$ cat src/rtl/keypad_pkg.sv
// Shared types and constants for the 4x4 keypad scanner.
package keypad_pkg;

    localparam int KEY_ROWS = 4;
    localparam int KEY_COLS = 4;
    localparam logic [KEY_COLS-1:0] COL_RESET = 4'b1110;

    typedef enum logic [1:0] {
        IDLE,
        PRESS_DB,
        HELD,
        REL_DB
    } scan_state_t;

    typedef enum logic [1:0] {
        FR_NONE,
        FR_KEY,
        FR_MULTI
    } frame_result_t;

endpackage

$ cat src/rtl/key_sync.sv
// Two-flop synchronizer for the keypad row inputs; idles at all-ones (no key down).
module key_sync
    import keypad_pkg::*;
(
    input  logic                clk,
    input  logic                rst_n,
    input  logic [KEY_ROWS-1:0] din,
    output logic [KEY_ROWS-1:0] dout
);

    logic [KEY_ROWS-1:0] meta;

    // Double-register the asynchronous row pins before any logic looks at them
    always_ff @(posedge clk or negedge rst_n) begin
        if (!rst_n) begin
            meta <= '1;
            dout <= '1;
        end else begin
            meta <= din;
            dout <= meta;
        end
    end

endmodule

$ cat src/rtl/matrix_key_scan.sv
// 4x4 matrix keypad scanner: drives one column low at a time, gathers a full
// frame of row samples, debounces frame results and emits one key event per
// press. Optional auto-repeat of a held key is enabled by defining KEY_REPEAT_EN.
module matrix_key_scan
    import keypad_pkg::*;
#(
    parameter int SCAN_DIV            = 50000,
    parameter int DEBOUNCE_FRAMES     = 4,
    parameter int REPEAT_DELAY_FRAMES = 125,
    parameter int REPEAT_RATE_FRAMES  = 25
) (
    input  logic                clk_50M,
    input  logic                reset,
    input  logic [KEY_ROWS-1:0] KEY_ROW,
    output logic [KEY_COLS-1:0] KEY_COL,
    output logic [3:0]          key_code,
    output logic                key_valid,
    output logic                key_held
);

    localparam int DW = $clog2(SCAN_DIV);
    localparam int CW = $clog2(DEBOUNCE_FRAMES + 1);
    localparam logic [DW-1:0] DWELL_LAST = DW'(SCAN_DIV - 1);
    localparam logic [CW-1:0] DB_TARGET  = CW'(DEBOUNCE_FRAMES);

    if (SCAN_DIV < 4 || DEBOUNCE_FRAMES < 1 || REPEAT_DELAY_FRAMES < 1 || REPEAT_RATE_FRAMES < 1) begin : g_bad_cfg
        $error("matrix_key_scan: parameter out of range");
    end

    logic [KEY_ROWS-1:0] row_sync;
    logic [DW-1:0]       dwell_cnt;
    logic [1:0]          col_idx;
    logic                sample_tick;
    logic                frame_tick;
    logic [2:0]          col_hits;
    logic [1:0]          col_row;
    logic [2:0]          hit_sum;
    logic [1:0]          acc_count;
    logic [3:0]          acc_code;
    logic [1:0]          merged_count;
    logic [3:0]          merged_code;
    frame_result_t       frame_result;
    scan_state_t         state;
    logic [3:0]          cand;
    logic [CW-1:0]       db_cnt;

`ifdef KEY_REPEAT_EN
    localparam int REP_MAX = (REPEAT_DELAY_FRAMES > REPEAT_RATE_FRAMES) ? REPEAT_DELAY_FRAMES : REPEAT_RATE_FRAMES;
    localparam int RW = $clog2(REP_MAX + 1);
    localparam logic [RW-1:0] REP_DELAY = RW'(REPEAT_DELAY_FRAMES);
    localparam logic [RW-1:0] REP_RATE  = RW'(REPEAT_RATE_FRAMES);
    logic [RW-1:0] rep_cnt;
    logic          rep_first;
`endif

    key_sync u_sync (
        .clk   (clk_50M),
        .rst_n (reset),
        .din   (KEY_ROW),
        .dout  (row_sync)
    );

    assign sample_tick = (dwell_cnt == DWELL_LAST);
    assign frame_tick  = sample_tick && (col_idx == 2'd3);

    // Column sequencer: dwell SCAN_DIV cycles per column, then rotate the low bit
    always_ff @(posedge clk_50M or negedge reset) begin
        if (!reset) begin
            dwell_cnt <= '0;
            col_idx   <= 2'd0;
            KEY_COL   <= COL_RESET;
        end else if (sample_tick) begin
            dwell_cnt <= '0;
            col_idx   <= col_idx + 2'd1;
            KEY_COL   <= {KEY_COL[KEY_COLS-2:0], KEY_COL[KEY_COLS-1]};
        end else begin
            dwell_cnt <= dwell_cnt + DW'(1);
        end
    end

    // Merge this column's sample into the running frame tally (count saturates at 2)
    always_comb begin
        col_hits     = 3'd0;
        col_row      = 2'd0;
        hit_sum      = 3'd0;
        merged_count = 2'd0;
        merged_code  = acc_code;
        frame_result = FR_NONE;
        for (int r = 0; r < KEY_ROWS; r++) begin
            if (!row_sync[r]) begin
                col_hits = col_hits + 3'd1;
                col_row  = 2'(r);
            end
        end
        hit_sum      = {1'b0, acc_count} + col_hits;
        merged_count = (hit_sum >= 3'd2) ? 2'd2 : hit_sum[1:0];
        if (col_hits != 3'd0) begin
            merged_code = {col_row, col_idx};
        end
        if (merged_count == 2'd1) begin
            frame_result = FR_KEY;
        end else if (merged_count == 2'd2) begin
            frame_result = FR_MULTI;
        end
    end

    // Frame accumulator: holds partial results for columns 0..2, cleared at frame end
    always_ff @(posedge clk_50M or negedge reset) begin
        if (!reset) begin
            acc_count <= 2'd0;
            acc_code  <= 4'd0;
        end else if (frame_tick) begin
            acc_count <= 2'd0;
            acc_code  <= 4'd0;
        end else if (sample_tick) begin
            acc_count <= merged_count;
            acc_code  <= merged_code;
        end
    end

    // Debounce FSM, stepped once per frame; outputs are registered here
    always_ff @(posedge clk_50M or negedge reset) begin
        if (!reset) begin
            state     <= IDLE;
            cand      <= 4'd0;
            db_cnt    <= '0;
            key_code  <= 4'd0;
            key_valid <= 1'b0;
            key_held  <= 1'b0;
`ifdef KEY_REPEAT_EN
            rep_cnt   <= '0;
            rep_first <= 1'b1;
`endif
        end else begin
            key_valid <= 1'b0;
            if (frame_tick) begin
                unique case (state)
                    IDLE: begin
                        if (frame_result == FR_KEY) begin
                            cand   <= merged_code;
                            db_cnt <= CW'(1);
                            if (DEBOUNCE_FRAMES == 1) begin
                                key_valid <= 1'b1;
                                key_code  <= merged_code;
                                key_held  <= 1'b1;
                                db_cnt    <= '0;
                                state     <= HELD;
`ifdef KEY_REPEAT_EN
                                rep_cnt   <= '0;
                                rep_first <= 1'b1;
`endif
                            end else begin
                                state <= PRESS_DB;
                            end
                        end
                    end
                    PRESS_DB: begin
                        if (frame_result == FR_KEY && merged_code == cand) begin
                            if (db_cnt + CW'(1) == DB_TARGET) begin
                                key_valid <= 1'b1;
                                key_code  <= cand;
                                key_held  <= 1'b1;
                                db_cnt    <= '0;
                                state     <= HELD;
`ifdef KEY_REPEAT_EN
                                rep_cnt   <= '0;
                                rep_first <= 1'b1;
`endif
                            end else begin
                                db_cnt <= db_cnt + CW'(1);
                            end
                        end else if (frame_result == FR_KEY) begin
                            cand   <= merged_code;
                            db_cnt <= CW'(1);
                        end else begin
                            db_cnt <= '0;
                            state  <= IDLE;
                        end
                    end
                    HELD: begin
                        if (frame_result == FR_NONE) begin
                            if (DEBOUNCE_FRAMES == 1) begin
                                key_held <= 1'b0;
                                db_cnt   <= '0;
                                state    <= IDLE;
`ifdef KEY_REPEAT_EN
                                rep_cnt   <= '0;
                                rep_first <= 1'b1;
`endif
                            end else begin
                                db_cnt <= CW'(1);
                                state  <= REL_DB;
                            end
                        end
`ifdef KEY_REPEAT_EN
                        else if (rep_cnt + RW'(1) == (rep_first ? REP_DELAY : REP_RATE)) begin
                            key_valid <= 1'b1;
                            rep_cnt   <= '0;
                            rep_first <= 1'b0;
                        end else begin
                            rep_cnt <= rep_cnt + RW'(1);
                        end
`endif
                    end
                    REL_DB: begin
                        if (frame_result == FR_NONE) begin
                            if (db_cnt + CW'(1) == DB_TARGET) begin
                                key_held <= 1'b0;
                                db_cnt   <= '0;
                                state    <= IDLE;
`ifdef KEY_REPEAT_EN
                                rep_cnt   <= '0;
                                rep_first <= 1'b1;
`endif
                            end else begin
                                db_cnt <= db_cnt + CW'(1);
                            end
                        end else begin
                            db_cnt <= '0;
                            state  <= HELD;
                        end
                    end
                endcase
            end
        end
    end

endmodule
$ cat config.mk
export PLATFORM = sky130hd
export DESIGN_NAME = matrix_key_scan
export DESIGN_NICKNAME = d
export VERILOG_FILES = /design/src/rtl/keypad_pkg.sv /design/src/rtl/key_sync.sv /design/src/rtl/matrix_key_scan.sv
export SDC_FILE = /design/constraint.sdc
export NUM_CORES = 1
export LEC_CHECK = 0
export BUFFER_PORTS_ARGS = -buffer_cell sky130_fd_sc_hd__buf_2
export CAP_MARGIN = 15
export CORE_UTILIZATION = 65
export CTS_CLUSTER_SIZE = 25
export DETAILED_ROUTE_END_ITERATION = 7
export GPL_TIMING_DRIVEN = 0
export PLACE_DENSITY = 0.84
export RECOVER_POWER = 50
export SKIP_CTS_REPAIR_TIMING = 1
export SYNTH_ARGS = -nofsm -noshare
export SYNTH_HDL_FRONTEND = slang
export SYNTH_SLANG_ARGS = --single-unit
$ cat constraint.sdc
create_clock -name clk_50M -period 10.3 [get_ports clk_50M]
set_input_delay 0.515 -clock clk_50M [delete_from_list [all_inputs] [get_ports clk_50M]]
set_output_delay 0.515 -clock clk_50M [all_outputs]
set_load 0.005 [all_outputs]
# After elaboration in Yosys (flattened, before gate mapping)
# Index checks and enable logic that the tools add are counted.
# totals
wordCells,97
in_bits,6
regBits,51
n_memories,0
latch_bits,0
ramBits,0
mem_bits_ro,0
# op_classes
eq_ne,20
div,0
n_mul,0
n_addsub,7
shifts,0
bitwise,0
muxes,43
order_cmp,1
reduce_logical,13
# ops
op,count
2-bit two-way mux,14
3-bit two-way mux,8
4-bit two-way mux,5
16-bit by 1-bit adder with 16-bit output (second input constant),1
16-bit == test (second input constant),1
16-bit two-way mux,1
2-bit != test (second input constant),7
3-bit by 1-bit adder with 3-bit output (second input constant),4
3-bit one-hot mux with 4 select lines,1
6-bit AND reduction,2
1-bit two-way mux,11
3-bit != test (second input constant),3
2-bit == test (second input constant),4
2-bit one-hot mux with 4 select lines,1
4-bit one-hot mux with 2 select lines,1
2-bit by 1-bit == test with 1-bit output (second input constant),3
3-bit AND reduction,2
2-bit nonzero test,3
4-bit == test,1
2-bit logical NOT,2
4-bit AND reduction,1
2-bit by 3-bit adder with 3-bit output,1
3-bit == test (second input constant),1
3-bit by 2-bit >= comparator with 1-bit output (second input constant),1
other kinds (4),5

# Depth between registers and ports, before layout
# logic_depth
depth_word,18
mapped_depth,18
depth_no_buf,18

# Hierarchy
# From an unflattened synthesis, not the netlist that was laid out.
# unflattened
hier_cells,244
area_unflattened_um2,2606.2
# modules_own_cells
module,n_inst,area_each_um2,seq_area_each_um2,cells_each
matrix_key_scan,1,2396.0,1079.8,236
key_sync,1,210.2,210.2,8

# Worst setup path before layout
# Ideal clock, no wire load.
# synth_timing
path_kind,reg-to-reg
from,register u_sync.dout[0]
to,register cand[0]
arrival_time_ps,3874
period_less_slack_ps,3998
setup_slack_ps,6302
stages_incl_launch_ff,16
setup_ps,125
required_time_ps,10175
cell_sequence,dfstp_2 > inv_1 > ha_1 > xnor2_1 > ha_1 > nor2_1 > a31oi_1 > inv_1 > fa_1 > xnor2_1 > xnor2_1 > and3_1 > ha_1 > nand2b_1 > a211oi_1 > mux2_2
# synth_via
elab_chain_len,17
# synth_rtl
item,line,rtl
"start, declared",key_sync.sv:8,output logic [KEY_ROWS-1:0] dout
"start signal, assigned",key_sync.sv:20,dout <= meta;
1-bit two-way mux (*),matrix_key_scan.sv:90,if (!row_sync[r]) begin
3-bit by 1-bit adder with 3-bit output,matrix_key_scan.sv:91,col_hits = col_hits + 3'd1;
3-bit two-way mux (*),matrix_key_scan.sv:90,
3-bit by 1-bit adder with 3-bit output,matrix_key_scan.sv:91,
3-bit two-way mux (*),matrix_key_scan.sv:90,
3-bit by 1-bit adder with 3-bit output,matrix_key_scan.sv:91,
3-bit two-way mux (*),matrix_key_scan.sv:90,
2-bit by 3-bit adder with 3-bit output,matrix_key_scan.sv:95,"hit_sum = {1'b0, acc_count} + col_hits;"
3-bit by 2-bit >= comparator with 1-bit output,matrix_key_scan.sv:96,merged_count = (hit_sum >= 3'd2) ? 2'd2 : hit_sum[1:0];
2-bit two-way mux,matrix_key_scan.sv:96,
2-bit == test,matrix_key_scan.sv:102,end else if (merged_count == 2'd2) begin
2-bit two-way mux,matrix_key_scan.sv:102,
2-bit two-way mux,matrix_key_scan.sv:100,if (merged_count == 2'd1) begin
2-bit by 1-bit == test with 1-bit output,"matrix_key_scan.sv:139, matrix_key_scan.sv:158, matrix_key_scan.sv:172",
4-bit two-way mux or 1-bit logical AND (tied branches),"matrix_key_scan.sv:139, matrix_key_scan.sv:172, matrix_key_scan.sv:158",
4-bit two-way mux or 2-bit != test (tied branches),-,
4-bit one-hot mux with 2 select lines or 3-bit AND reduction (tied branches),-,
"end signal, assigned",matrix_key_scan.sv:140,cand <= merged_code;
"end signal, assigned",matrix_key_scan.sv:173,cand <= merged_code;
"end, declared",matrix_key_scan.sv:44,logic [3:0] cand;
# Mark *: on every way between the ends. The rest lies on a longest branch, timed or not. The select of a mux whose other input is x is not followed.
# A chain may end at the register's enable or synchronous reset.

# Worst setup path after layout
# layout_timing
from,register u_sync.dout[0]
to,register cand[2]
# Same word-level chain as after synthesis.

==> results_dict.tcl <==
set metrics [dict create \
    syn2layout_area_growth_pct 9.84 \
    min_path_type "in -> async" \
    globalRouteOverflowTotal 0 \
    cp.arrival_ps 4940 \
    slew_headroom -0.175 \
    hpwl_mm 3.36 \
    port_buffers 15 \
    htreeDepth 2 \
    path_clk_slew_ps 100 \
    period_share 0.459 \
    grt_pass1_wl_mm 8.14 \
    synth_seq_cells 51 \
    synth_edf_count 0 \
    tns_ps 0 \
    start_util 0.701 \
    syn_avg_cell_area_um2 10.3 \
    first_pass_iters 4 \
    violations "capacitance limit, slew limit" \
    cts_tree "done" \
    vias_per_cell 5.92 \
    antenna_cells 0 \
    fin_crit_ps 4730 \
    die-width_um 65.8 \
    synth_cell_type_count 52 \
    ioPinCount 16 \
    setup_viol 0 \
    final_common_cell "nand2_1" \
    grt_pass1_vias 1873 \
    setup_slack_ps 5570 \
    rows 22 \
    async_flop_share 1.00 \
    yosys_most_used_dff "dfrtp_1" \
    grt_use_total 0.251 \
    wl_per_cell_um 14.9 \
    critPathMaxFanout 7 \
    synth_area_um2 2650 \
    num_vias 1959 \
    nNetsFinal 299 \
    vdd_drop_max_v 0.000118 \
    grt.busiest_layer "met2" \
    clock-sinks 51 \
    final-hold-violation-count 0 \
    antenna_left 0 \
    synth_top_area_cell "dfrtp_1" \
    fillers 259 \
    drive_gt1_frac 0.187 \
    die-area_um2 4330 \
    power_frac_clock 0.380 \
    power_density_nw_per_um2 132 \
    cts_buffers 5 \
    place.gp.congestion 0.824 \
    gr-usage-met2 0.418 \
    clockRootBuffer "clkbuf_8" \
    fin_skew_ps 17.1 \
    antenna_found_initial 0 \
    yosysSeqAreaShare 0.488 \
    p_switching_uw 89.7 \
    p_int_uw 294 \
    wl_mm 4.92 \
    final_max_slew_viol_count 35 \
    clockBufferDepth 2 \
    grt_max_degree 52 \
    clock.fmax_mhz 211 \
    seqPwrFrac 0.532 \
    startpoint_type "flop" \
    power_leakage_uw 0.00138 \
    end_kind "flop" \
    pre_cts_slack_ps 5630 \
    drtIter0Drc 139 \
    use_met3 0.0534 \
    power_frac_comb 0.088 \
    yosysTopAreaCellShare 0.378 \
    die_h_um 65.8 \
    whs_ps 286 \
    crit_required_ps 10510 \
    run_status "finished, violations left" \
    drc 0 \
    synth_nets 275 \
    most-common-layout-cells "nand2_1, dfrtp_1, nor2_1, buf_2, dfstp_2" \
    synthTopCellsByArea "dfrtp_1, dfstp_2, nand2_1" \
    rsz0062_at_grt "false" \
    grtUsageMet1 0.314 \
    yosys_warnings 0 \
    worstMarginPinSlew_ps 1760 \
    netlist_instances 258 \
    clock_latency_ps 310 \
    fp.coreArea_um2 3770 \
    cap_violations 1 \
    crit_type "reg -> reg" \
    switching_share 0.234 \
]
worst max-delay path, stage by stage (launching register included):
cell and delay [ps]:
dfstp_2 540, inv_1 40, ha_1 370, xnor2_1 190
ha_1 310, nor2_1 40, a31oi_1 430, inv_1 250
fa_1 470, xnor2_1 190, xnor2_1 160, and3_1 220
ha_1 170, nand2b_1 150, a211oi_1 680, mux2_2 420
cell families (layout without fill, tap and decap cells):
| kind of cell | count (synthesis) | after routing | synth area share |
|---|---|---|---|
| flip-flops | 51 | 51 | 0.488 |
| AND/OR/NAND/NOR | 114 | 114 | 0.220 |
| XOR/XNOR | 16 | 16 | 0.0530 |
| multiplexers | 10 | 10 | 0.0482 |
| adder cells (fa/ha/maj) | 11 | 11 | 0.0549 |
| AO/OA/AOI/OAI | 39 | 39 | 0.109 |
| buffers and inverters | 17 | 42 | 0.0274 |
state kept, by name, indices dropped and copies added (netlist names):
name / flops
key_held: 1
u_sync.dout: 4
col_idx: 2
acc_count: 2
u_sync.meta: 4
dwell_cnt: 16
acc_code: 4
key_valid: 1
KEY_COL: 4
state: 2
key_code: 4
cand: 4
db_cnt: 3
metal layers:
| layer | up-vias | share of wire |
|---|---|---|
| met3 | 10 | 0.051 |
| met2 | 58 | 0.47 |
| met5 | - | 0 |
| met4 | 0 | 0.018 |
| met1 | 933 | 0.46 |
| li1 | 958 | - |
worst paths after layout:
path	depth (start not counted)	end	slack, ps	start
setup / recovery	15	cand[2]$_DFFE_PN0P_	5570	u_sync.dout[0]$_DFF_PN1_
hold / removal	1	key_code[1]$_DFFE_PN0P_	290	reset
setup reg to reg	15	cand[2]$_DFFE_PN0P_	5570	u_sync.dout[0]$_DFF_PN1_
hold reg to reg	0	u_sync.dout[2]$_DFF_PN1_	360	u_sync.meta[2]$_DFF_PN1_
max in group asynchronous	2	KEY_COL[0]$_DFFE_PN0N_	7870	reset
min in group clk_50M	1	u_sync.meta[2]$_DFF_PN1_	310	KEY_ROW[2]
power groups by stage:
stage	Combinational [µW]	Sequential (µW)	Clock, µW
floorplan	22.7	207	0
global placement	32.4	207	0
detailed placement	33.1	208	0
CTS	33.5	204	147
global route	37.3	204	154
finish	33.8	204	146
layout make-up:
type,instances,area (µm²),share of cell area
timing repair buffer,17,82.6,0.0284
clock buffer,6,82.6,0.0284
sequential,51,1290,0.444
buffer,7,35.0,0.0121
clock inverter,2,35.0,0.0121
inverter,10,37.5,0.0129
multi-input combinational,190,1280,0.441
tap,48,60.1,0.0207
per-stage QoR:
step                area, µm²   util  total power, µW  std cells
global route             2910  0.770              396        331
floorplan                2650      -              230        258
CTS                      2900  0.770              384        330
finish                   2910  0.770              383        331
global placement         2780  0.737              240        321
detailed placement       2790  0.739              241        322
cells in the mapped netlist (all sizes together), types with 3 or more instances:
cell / number
nor3: 5
nand3: 10
dfstp: 11
ha: 10
nor4: 3
or2: 3
xnor2: 9
o21ai: 5
a31oi: 5
inv: 10
xor2: 7
mux2: 10
dfrtp: 40
and3: 5
nor2b: 10
a21oi: 5
clkbuf: 5
or3: 3
a22o: 5
nand2b: 3
nand2: 41
nor2: 18
Power figures use the tool's default switching activity.
